File: src/rtl/prm_edge_query_seq.sv
// rtl/prm_edge_query_seq.sv - edge-query sequencer: drives obstacle checker, packs edge masks LSB-first
// Each accepted code is held on chk_code for one settle cycle, then its mask bit is packed into res_word.
module prm_edge_query_seq #(
   parameter int CODE_W = 15,
   parameter int PACK_W = 32,
   parameter int CNT_W  = 16
) (
   input  logic              CLK,
   input  logic              RST,
   input  logic              req_valid,
   output logic              req_ready,
   input  logic [CODE_W-1:0] req_code,
   input  logic              req_last,
   output logic [CODE_W-1:0] chk_code,
   input  logic              chk_mask,
   output logic              res_valid,
   input  logic              res_ready,
   output logic [PACK_W-1:0] res_word,
   output logic [5:0]        res_count,
   output logic              res_last,
   output logic [CNT_W-1:0]  blocked_cnt,
   output logic              busy
);

   localparam int IDX_W  = $clog2(PACK_W);
   localparam int FILL_W = IDX_W + 1;

   typedef enum logic [1:0] {IDLE, EVAL, EMIT} state_t;

   state_t            state;
   state_t            state_nxt;
   logic [FILL_W-1:0] fill;
   logic [FILL_W-1:0] fill_inc;
   logic              last_q;
   logic              close_word;

   assign fill_inc   = fill + FILL_W'(1);
   // A word closes when it fills up or the batch ends, whichever comes first.
   assign close_word = (fill_inc == FILL_W'(PACK_W)) || last_q;
   assign busy       = (state != IDLE) || (fill != '0);

   always_ff @(posedge CLK) begin
      if (RST) state <= IDLE;
      else     state <= state_nxt;
   end

   always_comb begin
      state_nxt = state;
      req_ready = 1'b0;
      case (state)
         IDLE: begin
            req_ready = 1'b1;
            if (req_valid) state_nxt = EVAL;
         end
         EVAL:    state_nxt = close_word ? EMIT : IDLE;
         EMIT:    if (res_ready) state_nxt = IDLE;
         default: state_nxt = IDLE;
      endcase
   end

   always_ff @(posedge CLK) begin
      if (RST) begin
         chk_code    <= '0;
         last_q      <= 1'b0;
         fill        <= '0;
         res_valid   <= 1'b0;
         res_word    <= '0;
         res_count   <= '0;
         res_last    <= 1'b0;
         blocked_cnt <= '0;
      end else begin
         case (state)
            IDLE: begin
               if (req_valid) begin
                  chk_code <= req_code;
                  last_q   <= req_last;
               end
            end
            EVAL: begin
               res_word[fill[IDX_W-1:0]] <= chk_mask;
               fill                      <= fill_inc;
               if (chk_mask && (blocked_cnt != '1))
                  blocked_cnt <= blocked_cnt + CNT_W'(1);
               if (close_word) begin
                  res_count <= 6'(fill_inc);
                  res_last  <= last_q;
                  res_valid <= 1'b1;
               end
            end
            EMIT: begin
               if (res_ready) begin
                  res_valid <= 1'b0;
                  res_word  <= '0;
                  fill      <= '0;
                  res_last  <= 1'b0;
               end
            end
            default: ;
         endcase
      end
   end

endmodule

File: config.mk
export PLATFORM = sky130hd
export DESIGN_NAME = prm_edge_query_seq
export DESIGN_NICKNAME = d
export VERILOG_FILES = /design/src/rtl/prm_edge_query_seq.sv
export SDC_FILE = /design/constraint.sdc
export NUM_CORES = 1
export LEC_CHECK = 0
export BUFFER_PORTS_ARGS = -buffer_cell sky130_fd_sc_hd__buf_2
export CAP_MARGIN = 20
export CELL_PAD_IN_SITES_DETAIL_PLACEMENT = 1
export CELL_PAD_IN_SITES_GLOBAL_PLACEMENT = 2
export CORE_UTILIZATION = 34
export CTS_BUF_LIST = sky130_fd_sc_hd__clkbuf_4 sky130_fd_sc_hd__clkbuf_8
export DETAILED_ROUTE_END_ITERATION = 12
export PLACE_DENSITY = 0.85
export SYNTH_ARGS = -nofsm -noshare
export SYNTH_HDL_FRONTEND = slang
export SYNTH_SLANG_ARGS = --single-unit
File: constraint.sdc
create_clock -name CLK -period 3.4 [get_ports CLK]
set_clock_uncertainty 0.2 [all_clocks]
set_input_delay 0.68 -clock CLK [delete_from_list [all_inputs] [get_ports CLK]]
set_output_delay 0.68 -clock CLK [all_outputs]
set_load 0.02 [all_outputs]
==> results of run 1 <==
[synth_stat cells, types with 2 or more instances]
library cell   n  share of area, %
buf_2          5              0.67
buf_4          4              0.80
or3b_2         2              0.47
nand2_1       52               5.2
and4_1         3              0.70
o21ai_0        6              0.80
nor2b_1       12               2.0
buf_1          5              0.50
inv_1          4              0.40
a21oi_1       67               9.0
o211ai_1      30               6.0
o31ai_1        6               1.2
dfxtp_1       80                43
xor2_1         4              0.94
nand2b_1       8               1.3
mux2i_1        3              0.80
or2_2          3              0.50
nor2_1        21               2.1
or4_1          7               1.4
mux2_1         4               1.2
or3_1          4              0.67
and3b_1        2              0.47
clkbuf_1      19               1.9
and2_1         9               1.5
nand3b_1       2              0.40
ha_1           5               1.7
nand3_1       36               4.8
mux2_2         6               1.8
nand4_1        8               1.3
[area by class of cell]
type | count | area (um2)
fill | 1268 | 5993
multi-input combinational | 323 | 1974
sequential | 80 | 1602
timing repair buffer | 100 | 530.5
tap | 136 | 170.2
clock buffer | 12 | 158.9
clock inverter | 3 | 65.06
inverter | 4 | 15.01
[worst max-delay path, stage by stage (launching register included)]
cell and delay (ns):
dfxtp_1 0.55, nor3_1 0.62, nand4b_1 0.24, buf_2 0.22
[report_power, final]
group	leakage [uW]	internal, uW	switching (uW)
Clock	0.000116	458	362
Combinational	0.00106	44.5	97.5
Sequential	0.000647	952	12.0
[through the flow]
step / std cells / utilization, % / hold slack, ns / total power (uW) / worst slack, ns
after floorplan: 440 / - / 0.2498 / 1073 / 1.206
after global placement: 643 / 40.84 / 0.2397 / 1124 / 1.001
after detailed placement: 643 / 40.84 / 0.2476 / 1129 / 0.8629
after CTS: 658 / 42.97 / 0.2601 / 1936 / 0.5521
after global routing: 658 / 42.97 / 0.2741 / 1997 / 0.4241
final: 658 / 42.97 / 0.2571 / 1926 / 0.5303
[cell families after synthesis]
family,after synthesis,synth area share [%]
flip-flops,80,42.87
XOR/XNOR,4,0.9376
AO/OA/AOI/OAI,118,19.22
buffers and inverters,37,4.287
adder cells (fa/ha/maj),5,1.674
multiplexers,14,4.420
AND/OR/NAND/NOR,182,26.59
[state kept, by name (all words and copies together), names as in the netlist]
signal and cells:
res_last 1, res_count 6, state 2, blocked_cnt 16
chk_code 15, fill 6, last_q 1, res_valid 1
res_word 32
[worst min-delay path by stage]
stage	end	slack (ns)	cells after the start
after global placement	chk_code[6]	0.24	2
after global routing	chk_code[6]	0.27	2
after floorplan	last_q	0.25	2
final	chk_code[4]	0.26	2
after CTS	chk_code[4]	0.26	2
after detailed placement	chk_code[4]	0.25	2
[layer usage]
metal | vias to the layer above | GRT usage, % | wire, um
li1 | 1736 | - | -
met1 | 1777 | 25.90 | 5170
met2 | 87 | 34.15 | 5568
met3 | 12 | 5.471 | 700
met4 | 0 | 7.436 | 158
met5 | - | 0 | 0
==> flow_metrics.py, run 1 <==
metrics = {
    "final_layout": {
        "layout_common_cells": "buf_2, dfxtp_1, a21oi_1",
        "nets": 544,
        "area_growth_pct": 20.86,
        "final_area_um2": 4516,
        "diodes": 0,
        "layout-drive-gt1-share_pct": 25.48,
        "final_common_cell": "buf_2",
    },
    "floorplanning": {
        "row_count": 37,
        "io_pins": 94,
        "die_area_um2": 11410,
        "die_h_um": 106.8,
        "initial_utilization_pct": 35.55,
        "die_x_um": 106.8,
        "fp.coreArea_um2": 10510,
    },
    "power": {
        "ir_drop_mv": 0.2100,
        "p_per_area_nw_per_um2": 426.5,
        "leakage_uw": 0.001827,
    },
    "logic_synthesis": {
        "ys_seq_area_share_pct": 42.87,
        "yosys_register_bits": 80,
        "synthesis.instances": 440,
        "synth-edff-count": 0,
        "synth_cell_type_count": 52,
        "synth_area_um2": 3736,
        "synthArstFlopShare_pct": 0,
        "synth-main-ff-cell": "dfxtp_1",
        "yosys_warnings": 0,
        "syn_nets": 466,
        "syn_area_per_cell_um2": 8.491,
    },
    "critical_path": {
        "crit_fanout": 24,
        "r2r_cells": 5,
        "cp.arrival_ns": 1.99,
        "crit_path_end": "busy",
        "cp-end-kind": "primary output",
        "worst-setup-path-type": "flop to primary output",
        "cp_data_required_time_ns": 2.52,
        "crit_start": "fill[2]",
        "r2r_slack_ns": 0.86,
        "startpoint_type": "flop",
        "timing.rr.end": "blocked_cnt[0]",
        "r2r-start": "blocked_cnt[0]",
    },
    "timing": {
        "slew_headroom_pct": 41.25,
        "slew_violations": 0,
        "period_minus_slack_ns": 2.870,
        "tightest_slew_ns": 0.8740,
        "hold_viol_final": 0,
        "setup_violations": 0,
        "tns_ns": 0,
        "fin_crit_sh_pct": 84.40,
        "fmax_mhz": 348.5,
        "rsz0062_at_grt": "no",
    },
    "detailed_routing": {
        "wl_per_cell_um": 17.63,
        "vias": 3612,
        "drtIter0Drc": 203,
        "drc": 0,
        "ant_nets": 0,
        "routed_wl_mm": 11.60,
        "drt_pass1_iterations": 4,
        "via_per_inst": 5.489,
    },
    "clock_network": {
        "hold_buffers": 0,
        "cts_resized": 0,
        "clock_sinks": 80,
        "cts_root_buf": "clkbuf_8",
        "cts_tree": "built",
        "clk_pin_slew_ns": 0.08,
        "cts_buffer_depth": 2,
        "worstSkewPairLatency_ns": 0.36,
        "cts_setup_buffers": 0,
        "htree_levels": 3,
        "cts_buffers": 9,
    },
    "placement": {
        "placed_cell_area_um2": 4292,
        "dp_hpwl_mm": 8.147,
        "gp_congestion": 0.7869,
        "port_buffers": 93,
    },
    "flow_run": {
        "maxCapViolations": 0,
    },
    "global_route": {
        "grt_antenna_before_repair": 0,
        "grt-ovfl-total": 0,
        "grt_max_degree": 29,
        "grt_first_pass_wirelength_mm": 18.42,
        "grt_pass1_vias": 3623,
        "grtUsageTotal_pct": 20.70,
    },
    "run_status": {
        "status": "completed",
    },
    "min_path": {
        "holdCritPathClass": "flop to flop",
        "worstHoldStart": "chk_code[4]",
    },
}
(Power assumes the default switching activity.)
==> inputs of run 2 (changes only) <==
- CORE_UTILIZATION: 34 -> 29
- PLACE_DENSITY: 0.85 -> 0.77
- clock period: 3.4 -> 2.58 ns (I/O delays scaled with it)
==> run 2 against run 1 <==
Design area increased by 0.72%. Hold slack worse by 0.080 ns. Wire length is 0.61% higher. Clock-buffer cell count rose by 3. Register-to-register slack lost 0.55 ns. Via count shrank 0.22%. Highest routed layer unchanged.
==> flow_metrics.py, run 2 (synthesized netlist as in run 1, its figures left out) <==
metrics = {
    "run_status": {
        "status": "completed",
    },
    "power": {
        "power_uw": 2361,
        "clkPwrFrac_pct": 38.2,
        "p_per_area_nw_per_um2": 519.2,
        "ir_drop_mv": 0.2315,
        "p_seq_share_pct": 53.8,
        "p_int_uw": 1757,
        "comb_power_share_pct": 8.0,
        "leakage_uw": 0.001829,
        "netSwitchingPower_uw": 604.9,
        "p_sw_share_pct": 25.62,
    },
    "final_layout": {
        "fill_cells": 1545,
        "final_cells": 699,
        "area_growth_pct": 21.73,
        "regArea_um2": 1602,
        "final_common_cell": "buf_2",
        "largest_register_ffs": 32,
        "nets": 549,
        "layout_common_cells": "buf_2, dfxtp_1, a21oi_1",
        "multi_input_area_um2": 1979,
        "reg_top3": "res_word x32, blocked_cnt x16, chk_code x15",
        "largest-register": "res_word",
        "layout-drive-gt1-share_pct": 26.38,
        "diodes": 0,
    },
    "floorplanning": {
        "die_h_um": 115.5,
        "io_pins": 94,
        "fp.coreArea_um2": 12570,
        "die_area_um2": 13340,
        "die_x_um": 115.5,
        "initial_utilization_pct": 29.73,
        "row_count": 41,
    },
    "global_route": {
        "use_met3_pct": 3.923,
        "grtUsageTotal_pct": 17.97,
        "grt_pass1_vias": 3512,
        "grt_first_pass_wirelength_mm": 18.29,
        "grt_max_degree": 38,
        "grt_use_met2_pct": 27.62,
        "grt-ovfl-total": 0,
        "grt_antenna_before_repair": 0,
        "top_usage_layer": "met2",
        "grtUsageMet1_pct": 24.30,
    },
    "clock_network": {
        "cts_buffers": 9,
        "clock_sinks": 80,
        "clk_pin_slew_ns": 0.08,
        "worstSkewPairLatency_ns": 0.37,
        "hold_buffers": 0,
        "cts_tree": "built",
        "cts_root_buf": "clkbuf_8",
        "cts_setup_buffers": 0,
        "htree_levels": 3,
        "cts_buffer_depth": 2,
    },
    "timing": {
        "fin_crit_sh_pct": 92.52,
        "hold_slack_ns": 0.1768,
        "slew_violations": 0,
        "period_minus_slack_ns": 2.387,
        "tns_ns": 0,
        "hold_viol_final": 0,
        "setup_slack_ns": 0.1931,
        "slew_headroom_pct": 57.14,
        "tightest_slew_ns": 0.6429,
        "rsz0062_at_grt": "no",
        "fmax_mhz": 418.9,
        "setup_violations": 0,
    },
    "detailed_routing": {
        "drc": 0,
        "wl_per_cell_um": 16.69,
        "via_per_inst": 5.156,
        "drt_pass1_iterations": 4,
        "drtIter0Drc": 128,
        "vias": 3604,
        "routed_wl_mm": 11.67,
        "ant_nets": 0,
    },
    "critical_path": {
        "cp.arrival_ns": 1.67,
        "cp-end-kind": "primary output",
        "crit_fanout": 18,
        "max_stage_delay_ns": 0.49,
        "worst-setup-path-type": "flop to primary output",
        "cp_data_required_time_ns": 1.86,
        "r2r_cells": 5,
        "cp_slowest_cell": "dfxtp_1",
        "startpoint_type": "flop",
        "cp_cell_sequence": "nor3_2 > nand4b_1 > buf_2",
    },
    "min_path": {
        "worstHoldPathCells": 3,
        "holdCritPathClass": "primary input to flop",
    },
    "placement": {
        "port_buffers": 93,
        "place_inst": 684,
        "gp_congestion": 0.7922,
        "place_ws_ns": 0.3259,
        "dp_hpwl_mm": 8.351,
    },
    "flow_run": {
        "maxCapViolations": 0,
    },
}
## run 2: changes by cell type in the layout (fill, tap and decap cells not counted)
cell	change
buf_4	+6
nor3_1	-1
clkbuf_4	+3
bufinv_16	-2
nor3_2	+1
buf_12	-1
clkinv_2	-1
## run 2: worst paths after layout
path | from | slack, ns | end
setup / recovery | fill[3] | 0.19 | busy
hold reg to reg | chk_code[8] | 0.26 | chk_code[8]
setup reg to reg | fill[0] | 0.31 | res_count[3]
hold / removal | req_code[5] | 0.18 | chk_code[5]
## run 2: final cells by class
class,instances,share of cell area [%]
flip-flops and latches,80,35.21
inverters,4,0.3301
well taps,172,4.732
repair buffers,105,12.21
clock buffers,15,3.989
multi-input cells,323,43.52
## run 2: worst max-delay path, delay by kind of cell, from the launching register on
family	cells	cell delay (ns)
buffers and inverters	1	0.20
and+or+nand+nor	2	0.61
DFF	1	0.49
## run 2: power by group through the flow
stage / Combinational, uW / Clock [uW] / Sequential, uW
final: 189 / 903 / 1270
after global routing: 208 / 986 / 1270
after CTS: 190 / 934 / 1270
after detailed placement: 190 / 0 / 1300
after global placement: 186 / 0 / 1300
after floorplan: 96.0 / 0 / 1320
## run 2: what timing repair did
item | 4_1_cts | 5_1_grt
setup endpoints to repair | 0 | 1
endpoints found under the hold margin | 0 | 0
resized for setup | 0 | 1
## run 2: through the flow
step                      utilization (%)  cell area [um2]
after global routing                36.19             4548
after global placement              34.70             4362
after detailed placement            34.70             4362
after CTS                           36.15             4543
final                               36.19             4548
after floorplan                         -             3736
## run 2: layer usage
metal	up-vias	share of wire, %
met2	75	46
met3	12	5.1
li1	1752	-
met5	-	0
met1	1765	47
met4	0	1.7
